$ cat src/rtl/sdram_arb_pkg.sv
// Shared types and constants for the two-requester SDRAM arbiter.
// Imported by the port latch and the arbiter top.
package sdram_arb_pkg;

  localparam int ADDR_W = 23;
  localparam int DATA_W = 8;

  localparam logic REQ_HOST   = 1'b0;
  localparam logic REQ_FLOPPY = 1'b1;

  typedef enum logic [1:0] {
    IDLE,
    ISSUE,
    ACK,
    WAIT
  } arb_state_e;

endpackage

$ cat src/rtl/sdram_arb_port.sv
// One requester's strobe capture latch, busy flag and read-data register.
// The busy flag doubles as the pending flag seen by the arbiter.
module sdram_arb_port
  import sdram_arb_pkg::*;
#(
  parameter int AW = ADDR_W,
  parameter int DW = DATA_W
) (
  input  logic          clk,
  input  logic          reset,
  input  logic          rd,
  input  logic          wr,
  input  logic [AW-1:0] addr,
  input  logic [DW-1:0] wdata,
  input  logic          done,
  input  logic          rdata_load,
  input  logic [DW-1:0] mem_rdata,
  output logic          busy,
  output logic [AW-1:0] req_addr,
  output logic [DW-1:0] req_wdata,
  output logic          req_wr,
  output logic [DW-1:0] rdata
);

  logic          busy_q, busy_d;
  logic [AW-1:0] addr_q, addr_d;
  logic [DW-1:0] wdata_q, wdata_d;
  logic          wr_q, wr_d;
  logic [DW-1:0] rdata_q, rdata_d;

  always_comb begin
    busy_d  = busy_q;
    addr_d  = addr_q;
    wdata_d = wdata_q;
    wr_d    = wr_q;
    rdata_d = rdata_q;
    if (done) begin
      busy_d = 1'b0;
    end else if ((rd | wr) && !busy_q) begin
      // write wins when both strobes arrive together
      busy_d  = 1'b1;
      addr_d  = addr;
      wdata_d = wdata;
      wr_d    = wr;
    end
    if (rdata_load) begin
      rdata_d = mem_rdata;
    end
  end

  always_ff @(posedge clk or posedge reset) begin
    if (reset) begin
      busy_q  <= 1'b0;
      addr_q  <= '0;
      wdata_q <= '0;
      wr_q    <= 1'b0;
      rdata_q <= '0;
    end else begin
      busy_q  <= busy_d;
      addr_q  <= addr_d;
      wdata_q <= wdata_d;
      wr_q    <= wr_d;
      rdata_q <= rdata_d;
    end
  end

  assign busy      = busy_q;
  assign req_addr  = addr_q;
  assign req_wdata = wdata_q;
  assign req_wr    = wr_q;
  assign rdata     = rdata_q;

endmodule

$ cat src/rtl/sdram_arbiter.sv
// Round-robin arbiter sharing one byte-wide SDRAM controller port
// between the host path and the floppy CPU window.
module sdram_arbiter
  import sdram_arb_pkg::*;
#(
  parameter int ADDR_WIDTH = ADDR_W,
  parameter int DATA_WIDTH = DATA_W
) (
  input  logic                  clk,
  input  logic                  reset,
  input  logic                  h_rd,
  input  logic                  h_wr,
  input  logic [ADDR_WIDTH-1:0] h_addr,
  input  logic [DATA_WIDTH-1:0] h_wdata,
  output logic [DATA_WIDTH-1:0] h_rdata,
  output logic                  h_busy,
  input  logic                  f_rd,
  input  logic                  f_wr,
  input  logic [ADDR_WIDTH-1:0] f_addr,
  input  logic [DATA_WIDTH-1:0] f_wdata,
  output logic [DATA_WIDTH-1:0] f_rdata,
  output logic                  f_busy,
  output logic [ADDR_WIDTH-1:0] mem_addr,
  output logic [DATA_WIDTH-1:0] mem_wdata,
  output logic                  mem_rd,
  output logic                  mem_wr,
  input  logic [DATA_WIDTH-1:0] mem_rdata,
  input  logic                  mem_busy,
  output logic                  grant
);

  arb_state_e state_q, state_d;
  logic                  grant_q, grant_d;
  logic [ADDR_WIDTH-1:0] mem_addr_q, mem_addr_d;
  logic [DATA_WIDTH-1:0] mem_wdata_q, mem_wdata_d;
  logic                  mem_rd_q, mem_rd_d;
  logic                  mem_wr_q, mem_wr_d;

  logic [ADDR_WIDTH-1:0] h_req_addr, f_req_addr;
  logic [DATA_WIDTH-1:0] h_req_wdata, f_req_wdata;
  logic                  h_req_wr, f_req_wr;
  logic                  done, h_done, f_done;
  logic                  win;

  assign done   = (state_q == WAIT) && !mem_busy;
  assign h_done = done && (grant_q == REQ_HOST);
  assign f_done = done && (grant_q == REQ_FLOPPY);

  sdram_arb_port #(.AW(ADDR_WIDTH), .DW(DATA_WIDTH)) u_host (
    .clk        (clk),
    .reset      (reset),
    .rd         (h_rd),
    .wr         (h_wr),
    .addr       (h_addr),
    .wdata      (h_wdata),
    .done       (h_done),
    .rdata_load (h_done && !h_req_wr),
    .mem_rdata  (mem_rdata),
    .busy       (h_busy),
    .req_addr   (h_req_addr),
    .req_wdata  (h_req_wdata),
    .req_wr     (h_req_wr),
    .rdata      (h_rdata)
  );

  sdram_arb_port #(.AW(ADDR_WIDTH), .DW(DATA_WIDTH)) u_floppy (
    .clk        (clk),
    .reset      (reset),
    .rd         (f_rd),
    .wr         (f_wr),
    .addr       (f_addr),
    .wdata      (f_wdata),
    .done       (f_done),
    .rdata_load (f_done && !f_req_wr),
    .mem_rdata  (mem_rdata),
    .busy       (f_busy),
    .req_addr   (f_req_addr),
    .req_wdata  (f_req_wdata),
    .req_wr     (f_req_wr),
    .rdata      (f_rdata)
  );

  // on a tie the requester that did not own the port last time wins
  assign win = (h_busy && f_busy) ? ~grant_q : f_busy;

  always_comb begin
    state_d     = state_q;
    grant_d     = grant_q;
    mem_addr_d  = mem_addr_q;
    mem_wdata_d = mem_wdata_q;
    mem_rd_d    = 1'b0;
    mem_wr_d    = 1'b0;
    unique case (state_q)
      IDLE: begin
        if (h_busy || f_busy) begin
          grant_d     = win;
          mem_addr_d  = win ? f_req_addr : h_req_addr;
          mem_wdata_d = win ? f_req_wdata : h_req_wdata;
          mem_wr_d    = win ? f_req_wr : h_req_wr;
          mem_rd_d    = ~mem_wr_d;
          state_d     = ISSUE;
        end
      end
      ISSUE: state_d = ACK;
      ACK:   state_d = WAIT;
      WAIT: begin
        if (!mem_busy) state_d = IDLE;
      end
      default: state_d = IDLE;
    endcase
  end

  always_ff @(posedge clk or posedge reset) begin
    if (reset) begin
      state_q     <= IDLE;
      grant_q     <= REQ_FLOPPY;
      mem_addr_q  <= '0;
      mem_wdata_q <= '0;
      mem_rd_q    <= 1'b0;
      mem_wr_q    <= 1'b0;
    end else begin
      state_q     <= state_d;
      grant_q     <= grant_d;
      mem_addr_q  <= mem_addr_d;
      mem_wdata_q <= mem_wdata_d;
      mem_rd_q    <= mem_rd_d;
      mem_wr_q    <= mem_wr_d;
    end
  end

  assign grant     = grant_q;
  assign mem_addr  = mem_addr_q;
  assign mem_wdata = mem_wdata_q;
  assign mem_rd    = mem_rd_q;
  assign mem_wr    = mem_wr_q;

endmodule

$ cat config.mk
export PLATFORM = sky130hd
export DESIGN_NAME = sdram_arbiter
export DESIGN_NICKNAME = d
export VERILOG_FILES = /design/src/rtl/sdram_arb_pkg.sv /design/src/rtl/sdram_arb_port.sv /design/src/rtl/sdram_arbiter.sv
export SDC_FILE = /design/constraint.sdc
export NUM_CORES = 1
export LEC_CHECK = 0
export BUFFER_PORTS_ARGS = -buffer_cell sky130_fd_sc_hd__buf_2
export CORE_MARGIN = 5
export CORE_UTILIZATION = 44
export CTS_BUF_LIST = sky130_fd_sc_hd__clkbuf_4 sky130_fd_sc_hd__clkbuf_8
export DETAILED_ROUTE_END_ITERATION = 8
export PLACE_DENSITY = 0.81
export SKIP_LAST_GASP = 1
export SLEW_MARGIN = 20
export SYNTH_ARGS = -nofsm -noshare
export SYNTH_HDL_FRONTEND = slang
export SYNTH_SLANG_ARGS = --single-unit
$ cat constraint.sdc
create_clock -name clk -period 3.91 [get_ports clk]
set_clock_uncertainty 0.15 [all_clocks]
set_input_delay 0.782 -clock clk [delete_from_list [all_inputs] [get_ports clk]]
set_output_delay 0.782 -clock clk [all_outputs]
set_load 0.1 [all_outputs]
# Word level (Yosys, flattened, before mapping)
# Index checks and enable logic that the tools add are counted.
# totals
reg_bits,118
latch_bits,0
ramBits,0
romBits,0
inputBits,77
elab_cells,63
memories,0
# op_classes
n_addsub,0
n_mul,0
div,0
n_lt_le_gt_ge,0
eq_ne,5
n_shift,0
mux,15
bitwise,6
reduce_logical,21
# op_table
op,count
23-bit 2-to-1 mux,1
1-bit 2-to-1 mux,10
1-bit logical AND,8
8-bit 2-to-1 mux,1
2-bit one-hot mux with 4 select lines,1
2-bit AND reduction,4
1-bit logical NOT,5
2-bit == test (second input constant),2
2-bit 2-to-1 mux,2
2-bit inequality test (second input constant),2
1-bit NOT,4
2-bit nonzero test,2
2-bit by 1-bit == test with 1-bit output (second input constant),1
2-bit logical NOT,1
1-bit OR,2
1-bit logical OR,1

# Logic depth before layout (Yosys ltp)
# Gate-level depths: netlist of the first run.
# logic_depth
ltp_word,6
mapped_depth,6
mapped_depth_nobuf,5

# By module
# From an unflattened synthesis of the first run, not the netlist that was laid out.
# hier_totals
hier_cells,379
area_unflattened_um2,5081.1
# modules_own_cells
mod,instances,cells_per_inst,area_each_um2,seq_area_each_um2
sdram_arb_port,2,91,1695.4,1026.0
sdram_arbiter,1,197,1690.4,902.1

# Worst setup path before layout of the first run
# No wires, ideal clock.
# synth_timing
path_kind,register -> register
from,"reg u_host.busy_q, in the netlist u_host.busy"
to,reg state_q[1]
t_arrival_ps,1902
required_time_ps,3635
path_slack_ps,1733
path_stages_with_launch,5
n_path_buf,1
synth_period_minus_slack_ps,2177
path_cell_list,dfrtp_1 -> buf_2 -> nor2_1 -> a21boi_0 -> mux2_2
# synth_via
elab_chain_cells,3
# synth_rtl
item,line_no,text
"start, declared",sdram_arb_port.sv:25,"logic busy_q, busy_d;"
"start signal, assigned",sdram_arb_port.sv:59,busy_q <= busy_d;
1-bit logical OR,sdram_arbiter.sv:95,if (h_busy || f_busy) begin
2-bit inequality test (no source line),-,
2-bit AND reduction (no source line),-,
"end signal, assigned",sdram_arbiter.sv:122,state_q <= state_d;
"end, declared",sdram_arbiter.sv:32,"arb_state_e state_q, state_d;"
# Every way passes these cells.
# A chain may end at the register's enable or synchronous reset.

# Worst setup path after layout of the first run
# layout_timing
from,"reg u_host.busy_q, in the netlist u_host.busy"
to,out h_busy
# layout_rtl
item,line_no,text
"end, declared",sdram_arbiter.sv:16,"output logic h_busy,"
# No word-level cell between the ends.

==> results of run 1 <==
-- worst min path at each step --
stage | startpoint | to | slack (ps) | depth (start not counted)
after global placement | u_floppy.req_addr[2]$_DFFE_PP0P_ | u_floppy.req_addr[2]$_DFFE_PP0P_ | 320 | 1
after global routing | reset | u_floppy.req_addr[11]$_DFFE_PP0P_ | 150 | 2
after floorplan | u_floppy.req_addr[0]$_DFFE_PP0P_ | u_floppy.req_addr[0]$_DFFE_PP0P_ | 310 | 1
after detailed placement | u_floppy.req_wdata[2]$_DFFE_PP0P_ | u_floppy.req_wdata[2]$_DFFE_PP0P_ | 340 | 1
after CTS | u_floppy.req_addr[2]$_DFFE_PP0P_ | u_floppy.req_addr[2]$_DFFE_PP0P_ | 360 | 1
final | reset | u_floppy.req_addr[10]$_DFFE_PP0P_ | 170 | 2
-- routing by layer --
layer,share of wire,track usage,vias to the layer above
met4,0.016,0.0681,0
li1,-,-,1588
met1,0.41,0.228,1708
met3,0.066,0.0671,20
met5,0,0,-
met2,0.50,0.289,100
-- cells in the final DEF, fill, tap and decap left out, types with 2 or more instances in the layout --
master,Yosys,routed
clkbuf_8,0,20
ha_1,3,3
clkbuf_4,0,5
mux2_1,3,3
buf_2,4,128
nand2b_1,2,2
dfrtp_1,117,117
nor3_4,2,2
buf_12,0,3
buf_4,2,4
a21oi_1,64,64
o21ai_0,2,2
nand2_1,32,32
clkinv_2,0,5
mux2_2,76,76
nor2_1,37,37
inv_1,4,3
-- state kept, by name, indices dropped and copies added, names as in the netlist --
signal / flops
grant: 1
u_host.req_addr: 23
u_floppy.req_addr: 23
u_host.rdata: 8
mem_wr: 1
u_floppy.busy: 1
u_floppy.req_wr: 1
u_floppy.rdata: 8
mem_addr: 23
mem_wdata: 8
u_host.req_wdata: 8
u_floppy.req_wdata: 8
u_host.req_wr: 1
mem_rd: 1
u_host.busy: 1
state_q: 2
-- stage by stage --
stage               instance area, um^2  cells  hold slack [ps]
CTS                                5920    664              356
global placement                   5580    634              322
finish                             5940    665              165
detailed placement                 5580    634              340
floorplan                          4810    381              308
global route                       5940    665              154
-- layout make-up --
type	instances	share of cell area
inverter	4	0.00316
sequential	118	0.498
timing repair buffer	135	0.123
tap	140	0.0295
multi-input combinational	238	0.290
clock inverter	5	0.00421
clock buffer	25	0.0527
-- cells by family after synthesis --
kind of cell	Yosys count	share of synthesized area
fa+ha+maj	3	0.00781
compound gates	74	0.0825
buf+inv	25	0.0315
flops	118	0.615
simple gates	81	0.0765
mux	80	0.187
==> impl_metrics.env, run 1 <==
export IMPL_root_buffer="clkbuf_8"
export IMPL_synth_edff_count=0
export IMPL_critPathRequiredTime_ps=2980
export IMPL_crit_path_end_kind="output pin"
export IMPL_multi_input_area_um2=1720
export IMPL_tritoncts="yes"
export IMPL_worstReg2RegEnd="u_host.req_addr[6]$_DFFE_PP0P_"
export IMPL_endpoint="h_busy"
export IMPL_drt_initial_drc_count=117
export IMPL_async_reset_ff_frac=1.00
export IMPL_antenna_found_initial=0
export IMPL_post_cts_resized=0
export IMPL_drc=0
export IMPL_pre_cts_slack_ps=1290
export IMPL_worstMarginPinSlew_ps=1030
export IMPL_cts_inserted_buffers=17
export IMPL_ys_types=34
export IMPL_die_w_um=115
export IMPL_r2r_setup_slack_ps=1500
export IMPL_grt_use_total=0.182
export IMPL_clk_latency_ps=430
export IMPL_setup_worst_path_start_class="flip-flop"
export IMPL_cp_slowest_cell="dfrtp_1"
export IMPL_max_stage_delay_ps=660
export IMPL_path_clk_slew_ps=60
export IMPL_cp_num_cells=1
export IMPL_r2r_start="state_q[1]$_DFFE_PP0P_"
export IMPL_yosysWarnings=0
export IMPL_rsz0062_at_grt="false"
export IMPL_grt_overflow_total=0
export IMPL_worstSetupPathType="reg2out"
export IMPL_drtAntennaViolNets=0
export IMPL_cap_violations=0
export IMPL_ys_seq_area_frac=0.615
export IMPL_arrival_ps=1620
export IMPL_cp_max_fo=11
export IMPL_syn_mean_instance_area_um2=12.6
export IMPL_finalCriticalPeriod_ps=2550
export IMPL_wl_per_cell_um=16.8
export IMPL_status="completed"
export IMPL_layout_nets=594
export IMPL_hold_buffers=0
export IMPL_cts_htree_levels=4
export IMPL_coreArea_um2=10800
export IMPL_gp_congestion=0.783
export IMPL_drt_first_pass_iters=4
export IMPL_crit_start="u_host.busy$_DFFE_PP0P_"
export IMPL_hold_viol_final=0
export IMPL_start_util=0.445
export IMPL_drv_slew=0
export IMPL_worstHoldPathType="in2async"
export IMPL_vias_per_cell=5.14
export IMPL_syn_nets=461
export IMPL_nFillCells=909
export IMPL_finalWirelength_um=11200
export IMPL_fin_tns_setup_ps=0
export IMPL_synth_ff_type="dfrtp_1"
export IMPL_synth_ff_latch_count=118
export IMPL_yosys_area_top_type_share=0.609
export IMPL_grt_first_pass_wirelength_um=18400
export IMPL_cts_buffer_depth=2
export IMPL_seq_area_um2=2950
export IMPL_fmax_mhz=392
export IMPL_cp_cell_sequence="buf_2"
export IMPL_post_cts_buffers=0
export IMPL_syn_area_um2=4810
export IMPL_grt_start_max_net_pins=56
export IMPL_synthCells=381
export IMPL_min_period_over_period=0.652
export IMPL_drive_gt1_frac=0.476
export IMPL_ios=129
export IMPL_grt_pass1_vias=3681
export IMPL_crit_family="flip-flops"
export IMPL_slew_headroom=0.309
export IMPL_finalSetupViolCount=0
export IMPL_clock_sinks=118
export IMPL_diodes=0
export IMPL_die_h_um=115
export IMPL_dp_hpwl_um=7870
export IMPL_dieArea_um2=13100
export IMPL_final_util=0.550
export IMPL_finalWorstSetupSlack_ps=1360
export IMPL_area_growth_pct=23.5
export IMPL_io_buffers=128
export IMPL_critical_path_buf_inv_count=1
export IMPL_ys_top_cells_by_count="117 x dfrtp_1, 76 x mux2_2, 64 x a21oi_1"
export IMPL_yosysMostFrequentCell="dfrtp_1"
export IMPL_floorplan_rows=38
export IMPL_synth_area_leaders="dfrtp_1 61%, mux2_2 18%, a21oi_1 6.7%, nor2_1 2.9%, nand2_1 2.5%"
export IMPL_synth_top_area_cell="dfrtp_1"
export IMPL_ff2ff_path_depth=5
export IMPL_vias=3416
Power of run 1 is not shown: default switching activity piles up to over one toggle a cycle in this logic, so the estimate is an artifact.
==> run 2: changes to the inputs <==
Settings changed: PLACE_DENSITY 0.81 to 0.79.
Clock period 3.91 ns to 2.45 ns, I/O delays scaled along.
==> run 2 against run 1 <==
Against the previous run:
- die area stayed put
- routed wire length is 1.7% lower
- count of clock-buffer cells in the layout is 6 lower
- via count is 1.6% lower
- worst setup slack worse by 1200 ps
- register-to-register slack worse by 1000 ps
==> impl_metrics.env, run 2 (same netlist as run 1, synthesis figures left out) <==
export IMPL_clk_latency_ps=420
export IMPL_coreArea_um2=10800
export IMPL_post_cts_resized=0
export IMPL_finalWirelength_um=11000
export IMPL_rsz0062_at_grt="false"
export IMPL_top_usage_layer="met2"
export IMPL_grt_use_total=0.176
export IMPL_cp_max_fo=11
export IMPL_cts_inserted_buffers=17
export IMPL_r2r_setup_slack_ps=470
export IMPL_clock_sinks=118
export IMPL_setup_worst_path_start_class="flip-flop"
export IMPL_drive_gt1_frac=0.480
export IMPL_max_stage_delay_ps=650
export IMPL_die_w_um=115
export IMPL_ff2ff_path_depth=5
export IMPL_arrival_ps=1600
export IMPL_layout_nets=599
export IMPL_diodes=0
export IMPL_dp_hpwl_um=7790
export IMPL_layout_common_cells="128 x buf_2, 117 x dfrtp_1, 76 x mux2_2"
export IMPL_finalSetupViolCount=0
export IMPL_die_h_um=115
export IMPL_hold_start="f_addr[16]"
export IMPL_critical_path_buf_inv_count=1
export IMPL_worstSetupPathType="reg2out"
export IMPL_io_buffers=128
export IMPL_wl_per_cell_um=16.3
export IMPL_path_clk_slew_ps=80
export IMPL_whs_path_depth=2
export IMPL_vias=3362
export IMPL_crit_path_end_kind="output pin"
export IMPL_min_period_over_period=0.916
export IMPL_nFillCells=911
export IMPL_use_met2=0.292
export IMPL_status="completed"
export IMPL_finalCriticalPeriod_ps=2240
export IMPL_finalWorstSetupSlack_ps=207
export IMPL_antenna_found_initial=0
export IMPL_ios=129
export IMPL_drc=0
export IMPL_min_to="u_floppy.req_addr[16]$_DFFE_PP0P_"
export IMPL_cp_slowest_cell="dfrtp_1"
export IMPL_slew_headroom=0.656
export IMPL_grt_first_pass_wirelength_um=17700
export IMPL_pre_cts_slack_ps=459
export IMPL_drtAntennaViolNets=0
export IMPL_grt_pass1_vias=3618
export IMPL_worstHoldPathType="in2reg"
export IMPL_grt_overflow_total=0
export IMPL_final_common_cell="buf_2"
export IMPL_critPathRequiredTime_ps=1810
export IMPL_worstReg2RegEnd="u_floppy.req_addr[7]$_DFFE_PP0P_"
export IMPL_drt_first_pass_iters=4
export IMPL_dieArea_um2=13100
export IMPL_root_buffer="clkbuf_8"
export IMPL_cts_buffer_depth=2
export IMPL_fmax_mhz=446
export IMPL_met3_usage=0.0560
export IMPL_tritoncts="yes"
export IMPL_fin_hold_ws_ps=142
export IMPL_cp_cell_sequence="buf_2"
export IMPL_grt_start_max_net_pins=77
export IMPL_gp_congestion=0.776
export IMPL_hold_viol_final=0
export IMPL_drt_initial_drc_count=159
export IMPL_cts_htree_levels=4
export IMPL_cap_violations=0
export IMPL_r2r_start="state_q[0]$_DFFE_PP0P_"
export IMPL_vias_per_cell=5.01
export IMPL_drv_slew=0
export IMPL_worstMarginPinSlew_ps=520
export IMPL_area_growth_pct=25.2
export IMPL_start_util=0.445
export IMPL_global_route_usage_met1=0.211
export IMPL_floorplan_rows=38
export IMPL_fin_tns_setup_ps=0
export IMPL_crit_family="flip-flops"
-- run 2: cell types whose count changed in the layout (fill, tap and decap cells not counted) --
cell and change:
clkinvlp_4 +7, clkbuf_4 -5, buf_4 +3, clkinv_2 -2
buf_12 +1, bufinv_16 +1, clkbuf_8 -1, clkinv_4 +1
dlygate4sd3_1 +1
-- run 2: final cells by class --
cell class	instances	area (um^2)	share of cell area
Clock inverter	12	106	0.0177
Inverter	4	18.8	0.00312
Sequential cell	118	2950	0.491
Timing Repair Buffer	140	783	0.130
Multi-Input combinational cell	238	1720	0.286
Tap cell	140	175	0.0291
Clock buffer	19	262	0.0434
-- run 2: worst max path at each step --
stage	startpoint	to	slack, ps	cells past startpoint
after CTS	u_host.busy$_DFFE_PP0P_	h_busy	170	1
after global placement	mem_busy	u_floppy.req_addr[13]$_DFFE_PP0P_	510	5
after floorplan	u_host.busy$_DFFE_PP0P_	state_q[1]$_DFFE_PP0P_	270	4
final	u_host.busy$_DFFE_PP0P_	h_busy	210	1
after global routing	u_host.busy$_DFFE_PP0P_	h_busy	120	1
after detailed placement	state_q[0]$_DFFE_PP0P_	u_floppy.req_addr[5]$_DFFE_PP0P_	460	5
-- run 2: what timing repair did --
action / 4_1_cts / 5_1_grt
hold buffers: 1 / 0
buffers inserted: 0 / 0
endpoints found under the hold margin: 42 / 0
-- run 2: metrics by stage --
stage               instance area, um^2  utilization  instances
finish                             6020        0.558        671
global route                       6020        0.558        671
CTS                                6020        0.558        671
detailed placement                 5640        0.523        639
global placement                   5640        0.523        639
floorplan                          4810            -        381
-- run 2: layer usage --
metal | part of all wire | wire, um
met1 | 0.41 | 4490
met2 | 0.51 | 5590
met3 | 0.069 | 757
met4 | 0.012 | 133
met5 | 0 | 0
Power of run 2 is left out for the same reason.
